## src/rtl/fifo_wr_arbiter_if.sv

```systemverilog
// fifo_wr_arbiter_if: producer-side and FIFO-write-side signals of the write arbiter.
//   req0/din0, req1/din1 : producer requests and data, held until the matching grant
//   data_count           : FIFO occupancy, 0..DEPTH
//   gnt0/gnt1            : 1-cycle accept pulses back to the producers
//   wr_en/din            : FIFO write port
//   arb_state            : arbiter FSM state, for debug
// master = the arbiter, slave = the environment (producers plus FIFO).
interface fifo_wr_arbiter_if #(
    parameter int unsigned DATA_WIDTH = 32,
    parameter int unsigned CNT_WIDTH  = 4
);
    logic                  req0;
    logic [DATA_WIDTH-1:0] din0;
    logic                  req1;
    logic [DATA_WIDTH-1:0] din1;
    logic [CNT_WIDTH-1:0]  data_count;
    logic                  gnt0;
    logic                  gnt1;
    logic                  wr_en;
    logic [DATA_WIDTH-1:0] din;
    logic [1:0]            arb_state;

    modport master (
        input  req0, din0, req1, din1, data_count,
        output gnt0, gnt1, wr_en, din, arb_state
    );

    modport slave (
        output req0, din0, req1, din1, data_count,
        input  gnt0, gnt1, wr_en, din, arb_state
    );
endinterface

```

## src/rtl/fifo_wr_arbiter.sv

```systemverilog
// fifo_wr_arbiter: round-robin arbiter sharing one FIFO write port between two producers.
// Ports:
//   clk      : rising-edge clock
//   reset    : synchronous reset, active-high
//   err_cnt  : saturating count of cycles spent in FULL_WAIT (only with FIFO_ARB_ERRCNT_EN)
//   bus      : fifo_wr_arbiter_if master modport (requests, data_count, grants, write port)
// Optional feature macro: FIFO_ARB_ERRCNT_EN adds the err_cnt output and its counter.
// All outputs are decoded from registered state, so they change only at the clock edge.
module fifo_wr_arbiter #(
    parameter int unsigned DATA_WIDTH = 32,
    parameter int unsigned DEPTH      = 8,
    parameter int unsigned CNT_WIDTH  = 4
) (
    input  logic              clk,
    input  logic              reset,
`ifdef FIFO_ARB_ERRCNT_EN
    output logic [7:0]        err_cnt,
`endif
    fifo_wr_arbiter_if.master bus
);

    typedef enum logic [1:0] {
        StIdle     = 2'b00,
        StGnt0     = 2'b01,
        StGnt1     = 2'b10,
        StFullWait = 2'b11
    } state_e;

    localparam logic [CNT_WIDTH:0] DEPTH_CNT = (CNT_WIDTH + 1)'(DEPTH);

    state_e                state_q, state_d;
    logic                  last_gnt_q;
    logic [DATA_WIDTH-1:0] din_q;
    logic                  granting;
    logic                  e0, e1;
    logic [CNT_WIDTH:0]    eff;
    logic                  full;

    assign granting = (state_q == StGnt0) || (state_q == StGnt1);

    // A producer being granted this cycle still holds its old word; mask it.
    assign e0 = bus.req0 && (state_q != StGnt0);
    assign e1 = bus.req1 && (state_q != StGnt1);

    // The write issued this cycle is not yet in data_count.
    assign eff  = {1'b0, bus.data_count} + {{CNT_WIDTH{1'b0}}, granting};
    // >= also treats an out-of-range data_count as full.
    assign full = (eff >= DEPTH_CNT);

    // State register
    always_ff @(posedge clk) begin
        if (reset) begin
            state_q    <= StIdle;
            last_gnt_q <= 1'b1;
            din_q      <= '0;
        end else begin
            state_q <= state_d;
            unique case (state_d)
                StGnt0: begin
                    last_gnt_q <= 1'b0;
                    din_q      <= bus.din0;
                end
                StGnt1: begin
                    last_gnt_q <= 1'b1;
                    din_q      <= bus.din1;
                end
                default: ;
            endcase
        end
    end

    // Next-state logic
    always_comb begin
        state_d = StIdle;
        if ((e0 || e1) && full) begin
            state_d = StFullWait;
        end else if (e0 && e1) begin
            state_d = last_gnt_q ? StGnt0 : StGnt1;
        end else if (e0) begin
            state_d = StGnt0;
        end else if (e1) begin
            state_d = StGnt1;
        end
    end

    // Output decode
    always_comb begin
        bus.gnt0      = 1'b0;
        bus.gnt1      = 1'b0;
        bus.wr_en     = 1'b0;
        bus.din       = din_q;
        bus.arb_state = state_q;
        unique case (state_q)
            StGnt0: begin
                bus.gnt0  = 1'b1;
                bus.wr_en = 1'b1;
            end
            StGnt1: begin
                bus.gnt1  = 1'b1;
                bus.wr_en = 1'b1;
            end
            default: ;
        endcase
    end

`ifdef FIFO_ARB_ERRCNT_EN
    logic [7:0] err_cnt_q;

    always_ff @(posedge clk) begin
        if (reset) begin
            err_cnt_q <= '0;
        end else if ((state_q == StFullWait) && (err_cnt_q != 8'hFF)) begin
            err_cnt_q <= err_cnt_q + 8'd1;
        end
    end

    assign err_cnt = err_cnt_q;
`endif

endmodule
```

## src/flat_wrapper.sv

```systemverilog
// flat-port wrapper written by rule: the top's interface ports become plain ports
module fifo_wr_arbiter_flat 
#(
    parameter int unsigned DATA_WIDTH = 32,
    parameter int unsigned DEPTH      = 8,
    parameter int unsigned CNT_WIDTH  = 4
)
  (clk, reset, bus_req0, bus_din0, bus_req1, bus_din1, bus_data_count, bus_gnt0, bus_gnt1, bus_wr_en, bus_din, bus_arb_state);
  fifo_wr_arbiter_if #(.DATA_WIDTH(DATA_WIDTH), .CNT_WIDTH(CNT_WIDTH)) bus_i ();
  input  logic clk;
  input  logic reset;
  input wire logic [$bits(bus_i.req0)-1:0] bus_req0;
  input wire logic [$bits(bus_i.din0)-1:0] bus_din0;
  input wire logic [$bits(bus_i.req1)-1:0] bus_req1;
  input wire logic [$bits(bus_i.din1)-1:0] bus_din1;
  input wire logic [$bits(bus_i.data_count)-1:0] bus_data_count;
  output wire logic [$bits(bus_i.gnt0)-1:0] bus_gnt0;
  output wire logic [$bits(bus_i.gnt1)-1:0] bus_gnt1;
  output wire logic [$bits(bus_i.wr_en)-1:0] bus_wr_en;
  output wire logic [$bits(bus_i.din)-1:0] bus_din;
  output wire logic [$bits(bus_i.arb_state)-1:0] bus_arb_state;
  assign bus_i.req0 = bus_req0;
  assign bus_i.din0 = bus_din0;
  assign bus_i.req1 = bus_req1;
  assign bus_i.din1 = bus_din1;
  assign bus_i.data_count = bus_data_count;
  assign bus_gnt0 = bus_i.gnt0;
  assign bus_gnt1 = bus_i.gnt1;
  assign bus_wr_en = bus_i.wr_en;
  assign bus_din = bus_i.din;
  assign bus_arb_state = bus_i.arb_state;
  fifo_wr_arbiter #(.DATA_WIDTH(DATA_WIDTH), .DEPTH(DEPTH), .CNT_WIDTH(CNT_WIDTH)) u_core (.clk(clk), .reset(reset), .bus(bus_i));
endmodule
```

## config.mk

```make
export PLATFORM = sky130hd
export DESIGN_NAME = fifo_wr_arbiter_flat
export DESIGN_NICKNAME = d
export VERILOG_FILES = /design/src/rtl/fifo_wr_arbiter_if.sv /design/src/rtl/fifo_wr_arbiter.sv /design/src/flat_wrapper.sv
export SDC_FILE = /design/constraint.sdc
export NUM_CORES = 1
export LEC_CHECK = 0
export CORE_AREA = 2 2 64 90
export DETAILED_ROUTE_END_ITERATION = 16
export DIE_AREA = 0 0 66 92
export PLACE_DENSITY = 0.77
export SETUP_SLACK_MARGIN = 0.2
export SLEW_MARGIN = 25
export SYNTH_ARGS = -nofsm -noshare
export SYNTH_HDL_FRONTEND = slang
export SYNTH_SLANG_ARGS = --single-unit
```

## constraint.sdc

```tcl
create_clock -name clk -period 3 [get_ports clk]
set_input_delay 0.3 -clock clk [delete_from_list [all_inputs] [get_ports clk]]
set_output_delay 0.3 -clock clk [all_outputs]
set_load 0.05 [all_outputs]
```

## Word-level counts from Yosys, hierarchy flattened

Cells that the tools add are included.

| cells by class | value |
|---|---|
| add/sub/neg operators | 1 |
| magnitude comparators | 1 |
| equal/unequal tests | 6 |
| muxes and demuxes | 10 |
| reductions and logical operators | 8 |

Operators with widths:

| operator | count |
|---|---|
| one-hot mux 32 bit (2 select lines) | 1 |
| 2-to-1 mux 2 bit | 5 |
| adder 4 x 1 -> 5 bit | 1 |
| >= comparator 5 x 4 -> 1 bit (second input constant) | 1 |
| equality test 2 x 1 -> 1 bit (second input constant) | 2 |
| equality test 2 bit (second input constant) | 2 |
| logical AND 1 bit | 4 |
| 2-to-1 mux 1 bit | 3 |
| logical OR 1 bit | 2 |
| inequality test 2 x 1 -> 1 bit (second input constant) | 1 |
| inequality test 2 bit (second input constant) | 1 |
| one-hot mux 1 bit (2 select lines) | 1 |
| nonzero test 2 bit | 1 |
| OR reduction 2 bit | 1 |

| word-level totals | value |
|---|---|
| register bits after elaboration | 35 |
| word-level logic and storage cells | 29 |

## Longest topological paths before layout

| logic depth | value |
|---|---|
| word-level depth | 8 |
| depth in mapped cells | 14 |
| mapped depth without buffers | 12 |

## Worst setup path before layout

Ideal clock, no wire load.

| path | value |
|---|---|
| path kind | register -> register |
| start point | register u_core.state_q[0] (netlist: u_core.bus.arb_state[0]) |
| end point | register u_core.din_q[0] (netlist: u_core.bus.din[0]) |
| setup time | 0.128 ns |
| data arrival time | 3.229 ns |
| required time | 2.872 ns |
| setup slack | -0.356 ns |
| stages on the path, launching flop included | 15 |
| path buffers | 2 |
| clock period less this slack | 3.356 ns |
| cells stage by stage | dfxtp_1 -> inv_1 -> ha_1 -> inv_1 -> ha_1 -> ha_1 -> and4b_1 -> a211oi_1 -> nor2_1 -> ha_1 -> buf_6 -> buf_12 -> mux2_4 -> mux2i_1 -> nor2_1 |

| on the way | value |
|---|---|
| cells in the longest elaborated chain, start to end | 8 |
| elaborated cells on any way between the ends | 20 |
| classes of those cells | add/sub (1); order compare (1); eq/ne (6); mux (5); reduce/logical (7) |

RTL lines:

| item | RTL line | text |
|---|---|---|
| start, declared | fifo_wr_arbiter.sv:31 | `state_e state_q, state_d;` |
| start signal, assigned | fifo_wr_arbiter.sv:53 | `state_q <= StIdle;` |
| start signal, assigned | fifo_wr_arbiter.sv:57 | `state_q <= state_d;` |
| equality test 2 x 1 -> 1 bit (tied with other cells) | fifo_wr_arbiter.sv:39 | `assign granting = (state_q == StGnt0) \|\| (state_q == StGnt1);` |
| logical OR 1 bit / logical AND 1 bit (equally long branches) | fifo_wr_arbiter.sv:39, fifo_wr_arbiter.sv:43 |  |
| adder 4 x 1 -> 5 bit / 2-to-1 mux 2 bit (equally long branches) | fifo_wr_arbiter.sv:46, fifo_wr_arbiter.sv:81 |  |
| >= comparator 5 x 4 -> 1 bit / 2-to-1 mux 2 bit (equally long branches) | fifo_wr_arbiter.sv:48, fifo_wr_arbiter.sv:79 |  |
| logical AND 1 bit / 2-to-1 mux 2 bit (equally long branches) | fifo_wr_arbiter.sv:75, fifo_wr_arbiter.sv:77 |  |
| 2-to-1 mux 2 bit (*) | fifo_wr_arbiter.sv:75 | `if ((e0 \|\| e1) && full) begin` |
| equality test 2 bit / equality test 2 x 1 -> 1 bit (equally long branches) | fifo_wr_arbiter.sv:58 | `unique case (state_d)` |
| one-hot mux 32 bit (2 select lines) / nonzero test 2 bit (equally long branches) | n/a |  |
| end signal, assigned | fifo_wr_arbiter.sv:61 | `din_q <= bus.din0;` |
| end signal, assigned | fifo_wr_arbiter.sv:65 | `din_q <= bus.din1;` |
| end, declared | fifo_wr_arbiter.sv:33 | `logic [DATA_WIDTH-1:0] din_q;` |

Every way passes the cells marked *; elsewhere a longest branch is shown, timed or not.
A chain may end at the register's enable or synchronous reset.

## Worst setup path after layout

| path | value |
|---|---|
| start point | register u_core.state_q[0] (netlist: u_core.bus.arb_state[0]) |
| end point | register u_core.din_q[20] (netlist: u_core.bus.din[20]) |

The elaborated chain is that of the path after synthesis.

==> results.md <==
- Setup TNS: 0 ns
- Sequential element share of the synthesized area: 36.3%
- Initial Utilization: 36.0%
- Syn Nets: 246
- Fin nets: 354
- # fillers: 490
- Largest net degree at the start of global routing: 20
- Die Span Y: 92 um
- Hold Crit Class: reg2reg
- Clk slew on worst S/H paths: 0.07 ns
- WP data required: 3.15 ns
- H-tree depth: 2
- Area of the multi-input gates: 1150 um^2
- Placed instance count: 338
- Post-route ant nets: 0
- Syn-to-layout area delta: 66.6%
- Post-route insts no fill: 346
- Clock Skews: 0.00696 ns
- Worst Setup Path Type: reg2reg
- Slew Viols, Final: 0
- Final setup viols: 0
- Drt first pass iters: 3
- Initial antenna violation count: 0
- CTS sink cnt: 35
- Synthesized instance count: 169
- DRT iter0 DRCs: 42
- Die ar.: 6070 um^2
- Worst-margin pin slew: 0.655 ns
- Netlist cell types: 26
- Register cell area after layout: 706 um^2
- Leakage dissipation: 1.36 nW
- Peak supply drop: 0.476 mV
- FF+latch count, synth: 35
- Status: complete, no violations
- Final min period: 2.62 ns
- FMAX: 381 MHz
- # resized after CTS: 0
- Vias in the first global route: 1,549
- # DRC: 0
- Root Buffer: clkbuf_8
- Avg WL per Cell: 13.0 um
- Gr usage total: 14.9%
- Fin. Hold Viols: 0
- PwrDens: 645 nW/um^2
- Post-DR vias/cell: 4.54
- Crit end category: flip-flop
- Slew margin rel.: 56.2%
- Final hold slack: 0.493 ns
- Cell row count: 32
- N_diodes: 0
- Die Width: 66 um
- Area leader, netlist: dfxtp_1
- Top-area cell type share of the netlist area: 36.3%
- CP max FO: 16
- Ports: 109
- Layout cells sized above 1: 20.1%
- Port Buf Inserts: 108
- MaxCap Viol Count: 0
- Later-pin clock latency in the skew report: 0.28 ns
- Area contributors post-synth: dfxtp_1, mux2_4, mux2i_1
- Routed WL: 4480 um
- CTS Buffer Depth: 2
- Kind of start point of the critical path: flip-flop
- Arrival time at the worst endpoint: 2.77 ns
- RSZ-0062 raised after global routing: no
- Mean Syn Cell Area: 11.4 um^2
- Grt ovf: 0
- Mapped cell area: 1930 um^2
- Clock buffer count from CTS: 5
- Core area: 5370 um^2
- CTS tree: yes
- First-pass GRT wire length: 7090 um
- Post-CTS Setup Inserts: 0
- Syn. warnings: 0
- GPL Wtd Cong: 0.689
- Total number of vias: 1,571
- Hpwl dp: 3510 um
- CTS Hold Buffers Added: 0
- Post-route clock period utilization: 87.4%
==> state kept, by name (all words and copies together) (netlist names) <==
name,flops
u_core.bus.din,32
u_core.bus.arb_state,2
u_core.last_gnt_q,1
==> synthesized netlist by cell type <==
| cell | instances |
|---|---|
| buf_12 | 3 |
| nand2b_1 | 1 |
| o21a_1 | 1 |
| nand3b_1 | 1 |
| buf_6 | 1 |
| and4b_1 | 1 |
| nand3_1 | 3 |
| a32oi_1 | 1 |
| or3b_1 | 1 |
| dfxtp_1 | 35 |
| mux2_4 | 29 |
| clkbuf_1 | 3 |
| a211oi_1 | 1 |
| buf_2 | 1 |
| mux2i_1 | 32 |
| a211o_1 | 1 |
| nor2b_4 | 1 |
| inv_1 | 3 |
| mux2_2 | 3 |
| buf_4 | 3 |
| a31oi_1 | 2 |
| buf_1 | 1 |
| nor2b_1 | 2 |
| ha_1 | 5 |
| o21ba_2 | 1 |
| nor2_1 | 33 |
==> cells in the final DEF (no fill, tap or decap), drive strengths merged <==
| cell type | n |
|---|---|
| mux2 | 32 |
| dfxtp | 35 |
| a31oi | 2 |
| o21ba | 1 |
| ha | 5 |
| a211oi | 1 |
| nand3b | 1 |
| o21a | 1 |
| and4b | 1 |
| inv | 2 |
| mux2i | 32 |
| nand3 | 3 |
| a211o | 1 |
| clkinv | 1 |
| clkbuf | 6 |
| nor2 | 33 |
| a32oi | 1 |
| or3b | 1 |
| bufinv | 1 |
| nand2b | 1 |
| clkinvlp | 1 |
| nor2b | 3 |
| clkdlybuf4s50 | 108 |
| buf | 5 |
==> final cells by class <==
class | count | share of cell area (%)
multi-input cells | 119 | 35.7
repair buffers | 113 | 35.6
flip-flops and latches | 35 | 21.9
well taps | 68 | 2.64
clock buffers | 6 | 2.57
clock inverters | 2 | 1.09
inverters | 3 | 0.467
==> final timing paths <==
check	startpoint	end	slack [ns]	cells after the start
worst min register to register	u_core.bus.din[14]	u_core.bus.din[14]	0.49	2
worst min-delay path	u_core.bus.din[14]	u_core.bus.din[14]	0.49	2
worst max register to register	u_core.bus.arb_state[0]	u_core.bus.din[20]	0.38	13
worst max-delay path	u_core.bus.arb_state[0]	u_core.bus.din[20]	0.38	13
==> metrics by stage <==
step           worst slack [ns]  util, %  cell area [um^2]  total power [mW]
2_1_floorplan             0.122        -              1990              1.36
3_3_place_gp              0.403     57.8              3100              1.65
3_5_place_dp              0.341     57.8              3100              1.66
4_1_cts                   0.352     60.0              3220              2.10
5_1_grt                   0.203     60.0              3220              2.18
6_report                  0.379     60.0              3220              2.07
==> kinds of logic (layout without fill, tap and decap cells) <==
kind of cell               Yosys count  after routing  synth area share (%)
muxes                               64             64                  40.9
and+or+nand+nor                     43             43                  10.2
DFF                                 35             35                  36.3
buffers and inverters               15            124                  6.48
AOI/OAI and AO/OA                    7              7                  2.85
adders and majority gates            5              5                  3.24
==> worst max-delay path, stage by stage (launching register included) <==
cell and delay [ns]:
dfxtp_4 0.36, inv_2 0.04, ha_4 0.26, clkinvlp_4 0.09, ha_4 0.18, ha_4 0.15
and4b_1 0.25, a211oi_2 0.08, nor2_1 0.12, ha_2 0.24, buf_12 0.19, mux2_2 0.35
mux2i_1 0.12, nor2_1 0.05
==> report_power, final <==
group	leakage [nW]	total (mW)	internal (mW)	switching, mW
clock	0.0612	0.433	0.269	0.164
combinational	1.01	1.05	0.481	0.566
sequential	0.290	0.595	0.551	0.0435
total	1.36	2.07	1.30	0.774
==> routing by layer <==
layer  share of wire [%]  vias to the layer above  track usage [%]
met4                0.89                        0             3.57
met2                  53                       59             27.8
li1                    -                      796                -
met5                   0                        -                0
met1                  38                      712             16.1
met3                 8.4                        4             4.29
Power figures use the tool's default switching activity.
